<file path="config.mk">
export PLATFORM = sky130hd
export DESIGN_NAME = crd_rx_buffer_flat
export DESIGN_NICKNAME = d
export VERILOG_FILES = /design/src/rtl/crd_rx_buffer_pkg.sv /design/src/rtl/crd_rx_buffer_if.sv /design/src/rtl/crd_rx_fifo.sv /design/src/rtl/crd_rx_buffer.sv /design/src/flat_wrapper.sv
export SDC_FILE = /design/constraint.sdc
export NUM_CORES = 1
export LEC_CHECK = 0
export ABC_AREA = 1
export BUFFER_PORTS_ARGS = -buffer_cell sky130_fd_sc_hd__buf_2
export CAP_MARGIN = 25
export CORE_ASPECT_RATIO = 1.75
export CORE_MARGIN = 4
export CORE_UTILIZATION = 35
export CTS_CLUSTER_SIZE = 10
export DETAILED_ROUTE_END_ITERATION = 10
export GPL_TIMING_DRIVEN = 0
export PLACE_DENSITY = 0.52
export SLEW_MARGIN = 20
export SYNTH_ARGS = -nofsm -noshare
export SYNTH_HDL_FRONTEND = slang
export SYNTH_SLANG_ARGS = --single-unit
</file>
<file path="constraint.sdc">
create_clock -name clock -period 5.1 [get_ports clock]
set_input_delay 0.51 -clock clock [delete_from_list [all_inputs] [get_ports clock]]
set_output_delay 0.51 -clock clock [all_outputs]
set_load 0.01 [all_outputs]
</file>
<file path="src/rtl/crd_rx_buffer_pkg.sv">
// ----------------------------------------------------------------------------
// crd_rx_buffer_pkg
// Shared definitions for the credit-based receive buffer. The sender-side
// credit counter uses the same types.
//   CRD_CNT_W   : width of every credit / occupancy counter (4 bits)
//   crd_cnt_t   : credit / occupancy count type
//   crd_state_e : credit FSM states (ST_INIT, ST_RUN)
// ----------------------------------------------------------------------------
package crd_rx_buffer_pkg;

    localparam int CRD_CNT_W = 4;

    typedef logic [CRD_CNT_W-1:0] crd_cnt_t;

    typedef enum logic {
        ST_INIT = 1'b0,
        ST_RUN  = 1'b1
    } crd_state_e;

endpackage

</file>
<file path="src/rtl/crd_rx_buffer_if.sv">
// ----------------------------------------------------------------------------
// crd_rx_buffer_if
// Bundles the link-side and consumer-side signals of the receive buffer.
//   rx_flitv / rx_flit : flit from upstream sender (one credit per flit)
//   crd_ret            : one-cycle credit-return pulse to the sender
//   out_valid/out_data : buffer head to the downstream consumer
//   out_ready          : downstream accept
//   buf_cnt            : buffer occupancy
//   init_done          : all initial credits issued
//   ovf_err            : sticky overflow flag
// Modports: master = environment (sender + consumer), slave = the buffer.
// ----------------------------------------------------------------------------
interface crd_rx_buffer_if
    import crd_rx_buffer_pkg::*;
#(
    parameter int DATA_W = 64
);

    logic              rx_flitv;
    logic [DATA_W-1:0] rx_flit;
    logic              crd_ret;
    logic              out_valid;
    logic [DATA_W-1:0] out_data;
    logic              out_ready;
    crd_cnt_t          buf_cnt;
    logic              init_done;
    logic              ovf_err;

    modport master (
        output rx_flitv, rx_flit, out_ready,
        input  crd_ret, out_valid, out_data, buf_cnt, init_done, ovf_err
    );

    modport slave (
        input  rx_flitv, rx_flit, out_ready,
        output crd_ret, out_valid, out_data, buf_cnt, init_done, ovf_err
    );

endinterface

</file>
<file path="src/rtl/crd_rx_fifo.sv">
// ----------------------------------------------------------------------------
// crd_rx_fifo
// DEPTH-entry circular FIFO holding received flits. Head is read straight
// from the storage array, so a pushed flit is visible the cycle after push.
//   clock, reset : clock and synchronous active-high reset
//   i_push       : push request (ignored when full)
//   i_pushData   : flit written on an accepted push
//   i_pop        : pop request (ignored when empty)
//   o_full       : occupancy == DEPTH
//   o_valid      : occupancy != 0
//   o_data       : head entry
//   o_count      : occupancy 0..DEPTH
// ----------------------------------------------------------------------------
module crd_rx_fifo
    import crd_rx_buffer_pkg::*;
#(
    parameter int DEPTH  = 4,
    parameter int DATA_W = 64
) (
    input  logic              clock,
    input  logic              reset,
    input  logic              i_push,
    input  logic [DATA_W-1:0] i_pushData,
    input  logic              i_pop,
    output logic              o_full,
    output logic              o_valid,
    output logic [DATA_W-1:0] o_data,
    output crd_cnt_t          o_count
);

    localparam int PTR_W = (DEPTH > 1) ? $clog2(DEPTH) : 1;

    logic [DATA_W-1:0] r_mem [DEPTH];
    logic [PTR_W-1:0]  r_wrPtr;
    logic [PTR_W-1:0]  r_rdPtr;
    crd_cnt_t          r_count;
    logic              w_push;
    logic              w_pop;

    // DEPTH need not be a power of two, so pointers wrap explicitly.
    function automatic logic [PTR_W-1:0] nextPtr(input logic [PTR_W-1:0] p);
        return (p == PTR_W'(DEPTH - 1)) ? '0 : p + PTR_W'(1);
    endfunction

    // Full is judged on the occupancy at the start of the cycle, so a push
    // into a full buffer is dropped even if a pop frees a slot this cycle.
    assign o_full  = (r_count == CRD_CNT_W'(DEPTH));
    assign o_valid = (r_count != '0);
    assign w_push  = i_push & ~o_full;
    assign w_pop   = i_pop & o_valid;
    assign o_data  = r_mem[r_rdPtr];
    assign o_count = r_count;

    always_ff @(posedge clock) begin
        if (reset) begin
            r_wrPtr <= '0;
            r_rdPtr <= '0;
            r_count <= '0;
        end else begin
            if (w_push) r_wrPtr <= nextPtr(r_wrPtr);
            if (w_pop)  r_rdPtr <= nextPtr(r_rdPtr);
            case ({w_push, w_pop})
                2'b10:   r_count <= r_count + crd_cnt_t'(1);
                2'b01:   r_count <= r_count - crd_cnt_t'(1);
                default: r_count <= r_count;
            endcase
        end
    end

    // Storage has no reset; stale entries are unreachable once pointers clear.
    always_ff @(posedge clock) begin
        if (w_push) r_mem[r_wrPtr] <= i_pushData;
    end

endmodule

</file>
<file path="src/rtl/crd_rx_buffer.sv">
// ----------------------------------------------------------------------------
// crd_rx_buffer
// Credit-based receive buffer. After reset it hands DEPTH initial credits to
// the sender, one per cycle, then returns one credit per popped flit.
//   clock, reset : clock and synchronous active-high reset
//   bus          : crd_rx_buffer_if slave (flit in, credit return, head out,
//                  occupancy, init_done, ovf_err)
// ----------------------------------------------------------------------------
module crd_rx_buffer
    import crd_rx_buffer_pkg::*;
#(
    parameter int DEPTH  = 4,
    parameter int DATA_W = 64
) (
    input  logic           clock,
    input  logic           reset,
    crd_rx_buffer_if.slave bus
);

    crd_state_e         r_state;
    crd_state_e         w_stateNext;
    crd_cnt_t           r_pend;
    crd_cnt_t           r_initCnt;
    logic               r_crdRet;
    logic               r_ovfErr;
    logic               w_full;
    logic               w_outValid;
    logic [DATA_W-1:0]  w_outData;
    crd_cnt_t           w_count;
    logic               w_pop;
    logic               w_crdRetD;
    logic [CRD_CNT_W:0] w_avail;

    crd_rx_fifo #(
        .DEPTH  (DEPTH),
        .DATA_W (DATA_W)
    ) u_fifo (
        .clock      (clock),
        .reset      (reset),
        .i_push     (bus.rx_flitv),
        .i_pushData (bus.rx_flit),
        .i_pop      (w_pop),
        .o_full     (w_full),
        .o_valid    (w_outValid),
        .o_data     (w_outData),
        .o_count    (w_count)
    );

    assign w_pop = w_outValid & bus.out_ready;

    // Pending credits start at DEPTH, so the initial credits and pop credits
    // share one queue; pop credits naturally drain after the initial ones.
    assign w_avail   = {1'b0, r_pend} + {{CRD_CNT_W{1'b0}}, w_pop};
    assign w_crdRetD = (w_avail != '0);

    always_ff @(posedge clock) begin
        if (reset) begin
            r_pend    <= CRD_CNT_W'(DEPTH);
            r_crdRet  <= 1'b0;
            r_ovfErr  <= 1'b0;
            r_initCnt <= '0;
        end else begin
            r_pend   <= CRD_CNT_W'(w_avail - {{CRD_CNT_W{1'b0}}, w_crdRetD});
            r_crdRet <= w_crdRetD;
            r_ovfErr <= r_ovfErr | (bus.rx_flitv & w_full);
            // The first DEPTH pulses after reset are always the initial ones,
            // since the pending count stays nonzero until they are all out.
            if (r_state == ST_INIT && r_crdRet) begin
                r_initCnt <= r_initCnt + crd_cnt_t'(1);
            end
        end
    end

    always_ff @(posedge clock) begin
        if (reset) r_state <= ST_INIT;
        else       r_state <= w_stateNext;
    end

    always_comb begin
        w_stateNext = r_state;
        case (r_state)
            ST_INIT: begin
                if (r_crdRet && r_initCnt == crd_cnt_t'(DEPTH - 1)) begin
                    w_stateNext = ST_RUN;
                end
            end
            ST_RUN: w_stateNext = ST_RUN;
        endcase
    end

    assign bus.crd_ret   = r_crdRet;
    assign bus.out_valid = w_outValid;
    assign bus.out_data  = w_outData;
    assign bus.buf_cnt   = w_count;
    assign bus.init_done = (r_state == ST_RUN);
    assign bus.ovf_err   = r_ovfErr;

endmodule

</file>
<file path="src/flat_wrapper.sv">
// flat-port wrapper written by rule: the top's interface ports become plain ports
module crd_rx_buffer_flat import crd_rx_buffer_pkg::*;
#(
    parameter int DEPTH  = 4,
    parameter int DATA_W = 64
)
  (clock, reset, bus_rx_flitv, bus_rx_flit, bus_out_ready, bus_crd_ret, bus_out_valid, bus_out_data, bus_buf_cnt, bus_init_done, bus_ovf_err);
  crd_rx_buffer_if #(.DATA_W(DATA_W)) bus_i ();
  input  logic clock;
  input  logic reset;
  input wire logic [$bits(bus_i.rx_flitv)-1:0] bus_rx_flitv;
  input wire logic [$bits(bus_i.rx_flit)-1:0] bus_rx_flit;
  input wire logic [$bits(bus_i.out_ready)-1:0] bus_out_ready;
  output wire logic [$bits(bus_i.crd_ret)-1:0] bus_crd_ret;
  output wire logic [$bits(bus_i.out_valid)-1:0] bus_out_valid;
  output wire logic [$bits(bus_i.out_data)-1:0] bus_out_data;
  output wire logic [$bits(bus_i.buf_cnt)-1:0] bus_buf_cnt;
  output wire logic [$bits(bus_i.init_done)-1:0] bus_init_done;
  output wire logic [$bits(bus_i.ovf_err)-1:0] bus_ovf_err;
  assign bus_i.rx_flitv = bus_rx_flitv;
  assign bus_i.rx_flit = bus_rx_flit;
  assign bus_i.out_ready = bus_out_ready;
  assign bus_crd_ret = bus_i.crd_ret;
  assign bus_out_valid = bus_i.out_valid;
  assign bus_out_data = bus_i.out_data;
  assign bus_buf_cnt = bus_i.buf_cnt;
  assign bus_init_done = bus_i.init_done;
  assign bus_ovf_err = bus_i.ovf_err;
  crd_rx_buffer #(.DEPTH(DEPTH), .DATA_W(DATA_W)) u_core (.clock(clock), .reset(reset), .bus(bus_i));
endmodule
</file>
Word level (Yosys, flattened, before mapping)
Memory sizes are Yosys's and may differ from the RTL's. A register that Yosys moved wholly into a read port is not among the register bits.
Index checks and enable logic that the tools add are counted.
W data, S select, Z words.
{"block": "totals", "ff_bits": 19, "mem_bits_rw": 256, "out_inout_bits": 72, "elab_cells": 43, "n_memories": 1}
{"memory": "u_core.u_fifo.r_mem", "words": 4, "word_bits": 64, "rd": 1, "rd_ports_with_merged_regs": 1, "write_ports": 1, "line": "crd_rx_fifo.sv:33", "rtl": "logic [DATA_W-1:0] r_mem [DEPTH];"}
{"block": "op_classes", "add_sub_neg": 7, "eq_ne": 6, "muxes": 9, "bitwise_logic": 7, "reduce_logical": 5}
{"op": "$add A4 B1 Y4 const B", "count": 2}
{"op": "$mux W2", "count": 4}
{"op": "$pmux W4 S2", "count": 1}
{"op": "$eq A2 B2 Y1 const B", "count": 3}
{"op": "$add A4 B1 Y5", "count": 1}
{"op": "$reduce_bool A5 Y1", "count": 1}
{"op": "$add A2 B1 Y2 const B", "count": 2}
{"op": "$and A1 B1 Y1", "count": 4}
{"op": "$eq A4 B2 Y1 const B", "count": 1}
{"op": "$eq A4 B3 Y1 const B", "count": 1}
{"op": "$reduce_bool A4 Y1", "count": 1}
{"op": "$sub A4 B1 Y4", "count": 1}
{"op": "$sub A4 B1 Y4 const B", "count": 1}
{"op": "$mux W1", "count": 3}
{"op": "$eq A2 B1 Y1 const B", "count": 1}
{"op": "$logic_and A1 B1 Y1", "count": 2}
{"op": "$not A1 Y1", "count": 2}
{"op": "$pmux W1 S2", "count": 1}
{"op": "$reduce_bool A2 Y1", "count": 1}
{"op": "$or A1 B1 Y1", "count": 1}

Logic depth before layout (Yosys ltp)
Gate-level depths: netlist of the first run.
{"block": "depth", "depth_word": 5, "depth_mapped": 17, "mapped_depth_nobuf": 17}

Cells and area by module
A second synthesis of the first run with hierarchy kept.
{"block": "unflattened", "cells_unflattened": 774, "hier_area_um2": 10560.1}
{"mod": "crd_rx_fifo", "n_inst": 1, "cells_each": 699, "area_per_inst_um2": 10020.9, "seq_area_each_um2": 7887.6}
{"mod": "crd_rx_buffer", "n_inst": 1, "cells_each": 75, "area_per_inst_um2": 539.3, "seq_area_each_um2": 220.2}

Worst setup path before layout of the first run
Ideal clock, no wire load.
{"block": "synth_path", "path_kind": "register to register", "start": "register u_core.u_fifo.r_count[1], in the netlist u_core.u_fifo.o_count[1]", "end": "memory u_core.u_fifo.r_mem[0][0], enable pin", "setup_time_ns": 0.487, "t_arrival_ns": 3.406, "slack_ns": 1.207, "stages_incl_launch_ff": 5, "path_buffers": 0, "synth_period_minus_slack_ns": 3.893, "path_cell_list": "dfxtp_1 nor2_1 nand3_1 nand2_1 nor2_1"}
{"block": "synth_via", "elab_chain_len": 5}
{"element": "from (decl)", "line": "crd_rx_fifo.sv:36", "rtl": "crd_cnt_t r_count;"}
{"element": "from (signal assigned)", "line": "crd_rx_fifo.sv:63", "rtl": "2'b10: r_count <= r_count + crd_cnt_t'(1);"}
{"element": "from (signal assigned)", "line": "crd_rx_fifo.sv:64", "rtl": "2'b01: r_count <= r_count - crd_cnt_t'(1);"}
{"element": "from (signal assigned)", "line": "crd_rx_fifo.sv:65", "rtl": "default: r_count <= r_count;"}
{"element": "$eq A4 B3 Y1", "line": "crd_rx_fifo.sv:47", "rtl": "assign o_full = (r_count == CRD_CNT_W'(DEPTH));"}
{"element": "$not A1 Y1", "line": "crd_rx_fifo.sv:49", "rtl": "assign w_push = i_push & ~o_full;"}
{"element": "$and A1 B1 Y1", "line": "crd_rx_fifo.sv:49"}
{"element": "$mux W1", "line": "crd_rx_fifo.sv:72", "rtl": "if (w_push) r_mem[r_wrPtr] <= i_pushData;"}
{"element": "$mux W1 (not written as such)", "line": "crd_rx_fifo.sv:72"}
{"element": "to (decl)", "line": "crd_rx_fifo.sv:33"}
Every way passes these cells.

==> results.py, run 1 <==
metrics = {
    "detailed_routing": {
        "drt-met1-wl_mm": 9.89,
        "highest_layer": "met5",
        "wl_per_cell_um": 18.9,
        "remaining_drc_errors": 0,
        "ant_nets": 0,
        "via_per_inst": 4.92,
        "finalWirelength_mm": 25.9,
        "met2_length_mm": 14.3,
        "drtIter0Drc": 376,
        "drt_first_pass_iters": 4,
        "vias": 6731,
        "dr_wl_met3_mm": 1.22,
    },
    "timing": {
        "finClkSkew_ns": 0.0152,
        "hold_viol": 0,
        "timing.fmax_mhz": 369,
        "final.min_clock_period_ns": 2.71,
        "finalSetupViolations": 0,
        "slew_headroom_pct": 59.1,
        "fin_crit_sh_pct": 53.1,
        "rsz0062_at_grt": "false",
        "slew_violations": 0,
        "worst_pin_slew_ns": 0.612,
    },
    "layout": {
        "fin_nets": 1036,
        "layout_common_cells": "edfxtp_1 (256), nor2_1 (153), buf_2 (141)",
        "fin_cells": 1367,
        "final_common_cell": "edfxtp_1",
        "fill_cells": 2790,
        "area_growth_pct": 22.8,
        "drive_above_1_share_pct": 22.1,
    },
    "cts": {
        "cts.sinks": 277,
        "clkTransAtPathRegs_ns": 0.06,
        "cts_max_level": 1,
        "tritoncts": "done",
        "cts-resized-gates": 0,
        "cts_setup_buffers": 0,
        "cts_buffer_depth": 3,
        "holdBufCountCts": 0,
        "clk_latency_ns": 0.55,
        "clock-root-buffer": "clkbuf_16",
        "cts_buffers": 31,
    },
    "global_route": {
        "grt_pass1_vias": 7005,
        "grt_usage_pct": 15.2,
        "grt_pass1_wl_mm": 39.2,
        "antenna_found_initial": 2,
        "grt_max_degree": 23,
        "grt-ovfl-total": 0,
    },
    "synthesis": {
        "synth_top_cell_by_area": "edfxtp_1",
        "ys_ff_latch": 277,
        "synth_cells": 770,
        "synth_edf_count": 256,
        "synth_area_um2": 10600,
        "synth_warnings": 0,
        "postSynthNetCount": 852,
        "async_flop_share_pct": 0,
        "ys_seq_area_share_pct": 76.6,
        "synth.avg_cell_area_um2": 13.7,
        "netlist_top_cells_area": "edfxtp_1 (73%), nor2_1 (5.6%), dfxtp_1 (4.0%)",
        "synth_ff_type": "edfxtp_1",
        "synth_top_area_share_pct": 72.6,
        "yosysUniqueCellTypes": 22,
    },
    "power": {
        "p_leak_nw": 4.67,
        "vdd_ir_drop_max_mv": 0.275,
        "power_density_nw_per_um2": 534,
        "finalPower_w": 0.00694,
    },
    "die": {
        "die_x_um": 139,
        "initial_core_util_pct": 35.3,
        "die_area_um2": 33200,
        "core_area_um2": 30000,
        "die_height_um": 238,
        "io_pins": 140,
        "rows": 84,
    },
    "critical_path": {
        "crit_family": "buffers and inverters",
        "cp_num_buf_inv": 3,
        "required_ns": 4.59,
        "cp-end-kind": "output pin",
        "crit_chain": "clkinv_1 > clkbuf_1 > o21ai_1 > o22ai_1 > buf_2",
        "cp_max_fo": 10,
        "cp_slowest_stage_delay_ns": 0.46,
        "arrival_ns": 2.20,
        "start_kind": "flip-flop",
        "crit_type": "flip-flop to output pin",
        "cp_slowest_cell": "clkbuf_1",
    },
    "placed_design": {
        "dp_hpwl_mm": 17.1,
        "gp_congestion": 0.761,
        "dp.cells": 1308,
        "io_buffers": 138,
    },
    "run": {
        "maxCapViolations": 0,
    },
    "outcome": {
        "status": "finished clean",
    },
    "min_path": {
        "hold_class": "primary input to flip-flop",
    },
}
[worst reg2reg max path, stage by stage, from the launching register on]
cell and delay, ns:
dfxtp_1 0.36, nor2_1 0.18, nand3_1 0.11, nand2_1 0.11
inv_1 0.10, ha_1 0.25, ha_1 0.20, inv_1 0.05
nand2_1 0.04, nand2_1 0.10, nand2_1 0.06, nor2_1 0.12
nand2_1 0.08, ha_1 0.20, ha_1 0.19, or2_2 0.29
nand3_1 0.06
[final cells by class]
class	instances	area [um^2]	area share, %
flip-flops and latches	277	8110	62.4
multi-input cells	421	2110	16.2
repair buffers	151	1010	7.80
clock buffers	56	870	6.69
well taps	387	484	3.73
plain buffers	43	289	2.22
inverters	29	109	0.837
clock inverters	2	13.8	0.106
diodes	1	2.50	0.0193
[Yosys cell counts, types with 6 or more instances]
cell type and n:
inv_1 27, nand3_1 9, o21ai_1 56, a21oi_1 8
nor2_1 157, nand2_1 26, ha_1 13, o21ai_0 82
clkbuf_1 18, buf_4 6, edfxtp_1 256, o22ai_1 64
dfxtp_1 21, buf_6 13
[logic make-up after synthesis]
group	count (synthesis)	synth area share, %
compound gates	210	10.7
fa+ha+maj	14	1.73
flops	277	76.6
simple gates	196	7.15
xor+xnor	1	0.0828
buf+inv	72	3.76
[layer usage]
metal	vias up	track usage, %
li1	3217	-
met1	3332	16.8
met2	141	29.3
met3	39	2.97
met4	2	4.39
met5	-	0
[worst paths after layout]
kind	from	endpoint	slack [ns]	cells past startpoint
worst max-delay path	flip-flop	bus_out_data[24]	2.39	5
worst min-delay path	bus_rx_flit[1]	u_core.u_fifo.r_mem[3][1]	0.17	1
worst max register to register	u_core.u_fifo.o_count[1]	u_core.r_pend[2]	2.53	16
worst min register to register	u_core.bus.ovf_err	u_core.bus.ovf_err	0.45	2
[registers in the layout, summed over array words and instances, names as in the netlist, named ones only]
name	cells
u_core.r_initCnt	4
u_core.u_fifo.o_count	4
u_core.u_fifo.r_rdPtr	2
u_core.bus.crd_ret	1
u_core.r_pend	4
u_core.u_fifo.r_mem	256
u_core.bus.init_done	1
u_core.bus.ovf_err	1
u_core.u_fifo.r_wrPtr	2
[metrics by stage]
step                cell area [um^2]  hold slack [ns]  setup TNS [ns]  utilization, %  worst slack [ns]
floorplan                      10600            0.452               0               -              1.21
global placement               11800            0.439         -337.35            39.3             -1.41
detailed placement             12100            0.442               0            40.4              2.55
CTS                            13000            0.131               0            43.4              2.30
global route                   13000            0.135               0            43.4              2.18
finish                         13000            0.169               0            43.4              2.39
[power breakdown]
part / internal [W] / switching, W / total (W)
sequential: 0.00277 / 0.0000816 / 0.00285
combinational: 0.000770 / 0.00135 / 0.00212
clock: 0.00114 / 0.000831 / 0.00197
total: 0.00468 / 0.00226 / 0.00694
Power figures use the tool's default switching activity.
==> run 2: changes to the inputs <==
--- a/config.mk
+++ b/config.mk
@@ -14,7 +14,7 @@
 export CTS_CLUSTER_SIZE = 10
 export DETAILED_ROUTE_END_ITERATION = 10
 export GPL_TIMING_DRIVEN = 0
-export PLACE_DENSITY = 0.52
+export PLACE_DENSITY = 0.54
 export SLEW_MARGIN = 20
 export SYNTH_ARGS = -nofsm -noshare
 export SYNTH_HDL_FRONTEND = slang
==> constraint.sdc (replaced) <==
create_clock -name clock -period 2.48 [get_ports clock]
set_input_delay 0.248 -clock clock [delete_from_list [all_inputs] [get_ports clock]]
set_output_delay 0.248 -clock clock [all_outputs]
set_load 0.01 [all_outputs]
==> results.py, run 2 (synthesized netlist as in run 1, its figures left out) <==
metrics = {
    "timing": {
        "fin_hold_ws_ns": 0.0914,
        "rsz0062_at_grt": "true",
        "timing.fmax_mhz": 421,
        "slew_headroom_pct": 61.3,
        "slew_violations": 0,
        "worst_pin_slew_ns": 0.579,
        "fin_crit_sh_pct": 95.7,
        "finalSetupViolations": 0,
        "final.min_clock_period_ns": 2.37,
        "hold_viol": 0,
        "finClkSkew_ns": 0.0161,
    },
    "power": {
        "p_int_w": 0.00972,
        "switching_share_pct": 32.4,
        "power_switching_w": 0.00466,
        "seq_power_share_pct": 40.9,
        "power_density_nw_per_um2": 1050,
        "p_clk_share_pct": 27.9,
        "vdd_ir_drop_max_mv": 0.718,
        "comb_power_share_pct": 31.2,
        "finalPower_w": 0.0144,
        "p_leak_nw": 4.97,
    },
    "die": {
        "die_x_um": 139,
        "initial_core_util_pct": 35.3,
        "die_height_um": 238,
        "core_area_um2": 30000,
        "io_pins": 140,
        "die_area_um2": 33200,
        "rows": 84,
    },
    "critical_path": {
        "cp_max_fo": 10,
        "start_kind": "flip-flop",
        "arrival_ns": 2.12,
        "cp-end-kind": "output pin",
        "required_ns": 2.23,
        "crit_type": "flip-flop to output pin",
    },
    "layout": {
        "layout_common_cells": "edfxtp_1 (256), nor2_1 (151), buf_2 (141)",
        "seq_area_um2": 8110,
        "multiInputGateArea_um2": 2130,
        "regMostFlops": "u_core.u_fifo.r_mem",
        "drive_above_1_share_pct": 22.8,
        "fin_nets": 1100,
        "finalCoreUtilization_pct": 45.6,
        "area_growth_pct": 29.0,
        "final_common_cell": "edfxtp_1",
        "largest_reg_flops": 256,
        "fill_cells": 2739,
        "finalInstanceArea_um2": 13700,
        "diodes": 0,
        "fin_cells": 1430,
    },
    "global_route": {
        "grt_usage_pct": 15.1,
        "grt_pass1_vias": 7250,
        "grt_max_degree": 23,
        "grt_pass1_wl_mm": 39.6,
        "grt-ovfl-total": 0,
        "antenna_found_initial": 0,
    },
    "cts": {
        "cts.sinks": 277,
        "tritoncts": "done",
        "cts_buffers": 31,
        "cts_buffer_depth": 3,
        "cts_setup_buffers": 0,
        "cts_max_level": 1,
        "clk_latency_ns": 0.55,
        "clock-root-buffer": "clkbuf_16",
        "clkTransAtPathRegs_ns": 0.06,
    },
    "detailed_routing": {
        "drt_first_pass_iters": 5,
        "drt-met1-wl_mm": 9.77,
        "dr_wl_met3_mm": 1.24,
        "via_per_inst": 4.84,
        "remaining_drc_errors": 0,
        "drtIter0Drc": 371,
        "ant_nets": 0,
        "vias": 6920,
        "met2_length_mm": 14.0,
        "highest_layer": "met4",
        "wl_per_cell_um": 17.9,
        "finalWirelength_mm": 25.6,
    },
    "placed_design": {
        "placed_area_um2": 12100,
        "gp_congestion": 0.760,
        "dp_hpwl_mm": 16.8,
        "io_buffers": 138,
        "dp.cells": 1307,
    },
    "run": {
        "maxCapViolations": 0,
    },
    "outcome": {
        "status": "finished clean",
    },
    "min_path": {
        "hold_class": "primary input to flip-flop",
    },
}
-- run 2: cell count changes in the layout (fill, tap and decap cells not counted), sizes merged --
cell,delta
diode,-1
dlygate4sd3,+66
clkbuf,-2
-- run 2: through the flow --
stage | setup slack, ns | setup TNS [ns]
2_1_floorplan | -0.386 | -98.92
3_3_place_gp | -1.95 | -485.53
3_5_place_dp | -0.120 | -0.120
4_1_cts | 0.00237 | 0
5_1_grt | -0.0548 | -0.0548
6_report | 0.107 | 0
-- run 2: final timing paths --
| kind | startpoint | slack [ns] | endpoint | cells past startpoint |
|---|---|---|---|---|
| setup / recovery | flip-flop | 0.11 | bus_out_data[59] | 5 |
| hold / removal | bus_out_ready | 0.09 | u_core.u_fifo.r_rdPtr[0] | 4 |
| setup reg to reg | u_core.u_fifo.o_count[0] | 0.13 | u_core.r_pend[2] | 16 |
| hold reg to reg | u_core.bus.ovf_err | 0.46 | u_core.bus.ovf_err | 2 |
-- run 2: repair_timing --
item	CTS	global route
hold endpoints to repair	261	0
setup endpoints to repair	4	26
gates resized for setup	8	26
hold buffers	66	0
pin swaps	1	1
-- run 2: worst max-delay path, cell delays in order (launching register included) --
cell and delay, ns:
dfxtp_1 0.31, clkinv_1 0.25, buf_1 0.44, o21ai_1 0.13
o22ai_1 0.25, buf_2 0.19
-- run 2: metal layers --
layer,GRT usage [%],up-vias
met5,0,-
met4,5.22,0
met3,2.51,40
met2,28.8,185
met1,17.0,3353
li1,-,3342
-- run 2: layout make-up --
cell class / count / area share [%]
multi-input combinational: 421 / 15.6
sequential: 277 / 59.4
buffer: 42 / 2.21
timing repair buffer: 216 / 12.0
clock inverter: 2 / 0.101
tap: 387 / 3.55
clock buffer: 56 / 6.37
inverter: 29 / 0.797
-- run 2: power by group through the flow --
| stage | combinational [W] | sequential, W | clock, W |
|---|---|---|---|
| finish | 0.00448 | 0.00588 | 0.00401 |
| global route | 0.00499 | 0.00594 | 0.00428 |
| CTS | 0.00458 | 0.00588 | 0.00411 |
| detailed placement | 0.00446 | 0.00597 | 0 |
| global placement | 0.00424 | 0.00601 | 0 |
| floorplan | 0.00251 | 0.00598 | 0 |
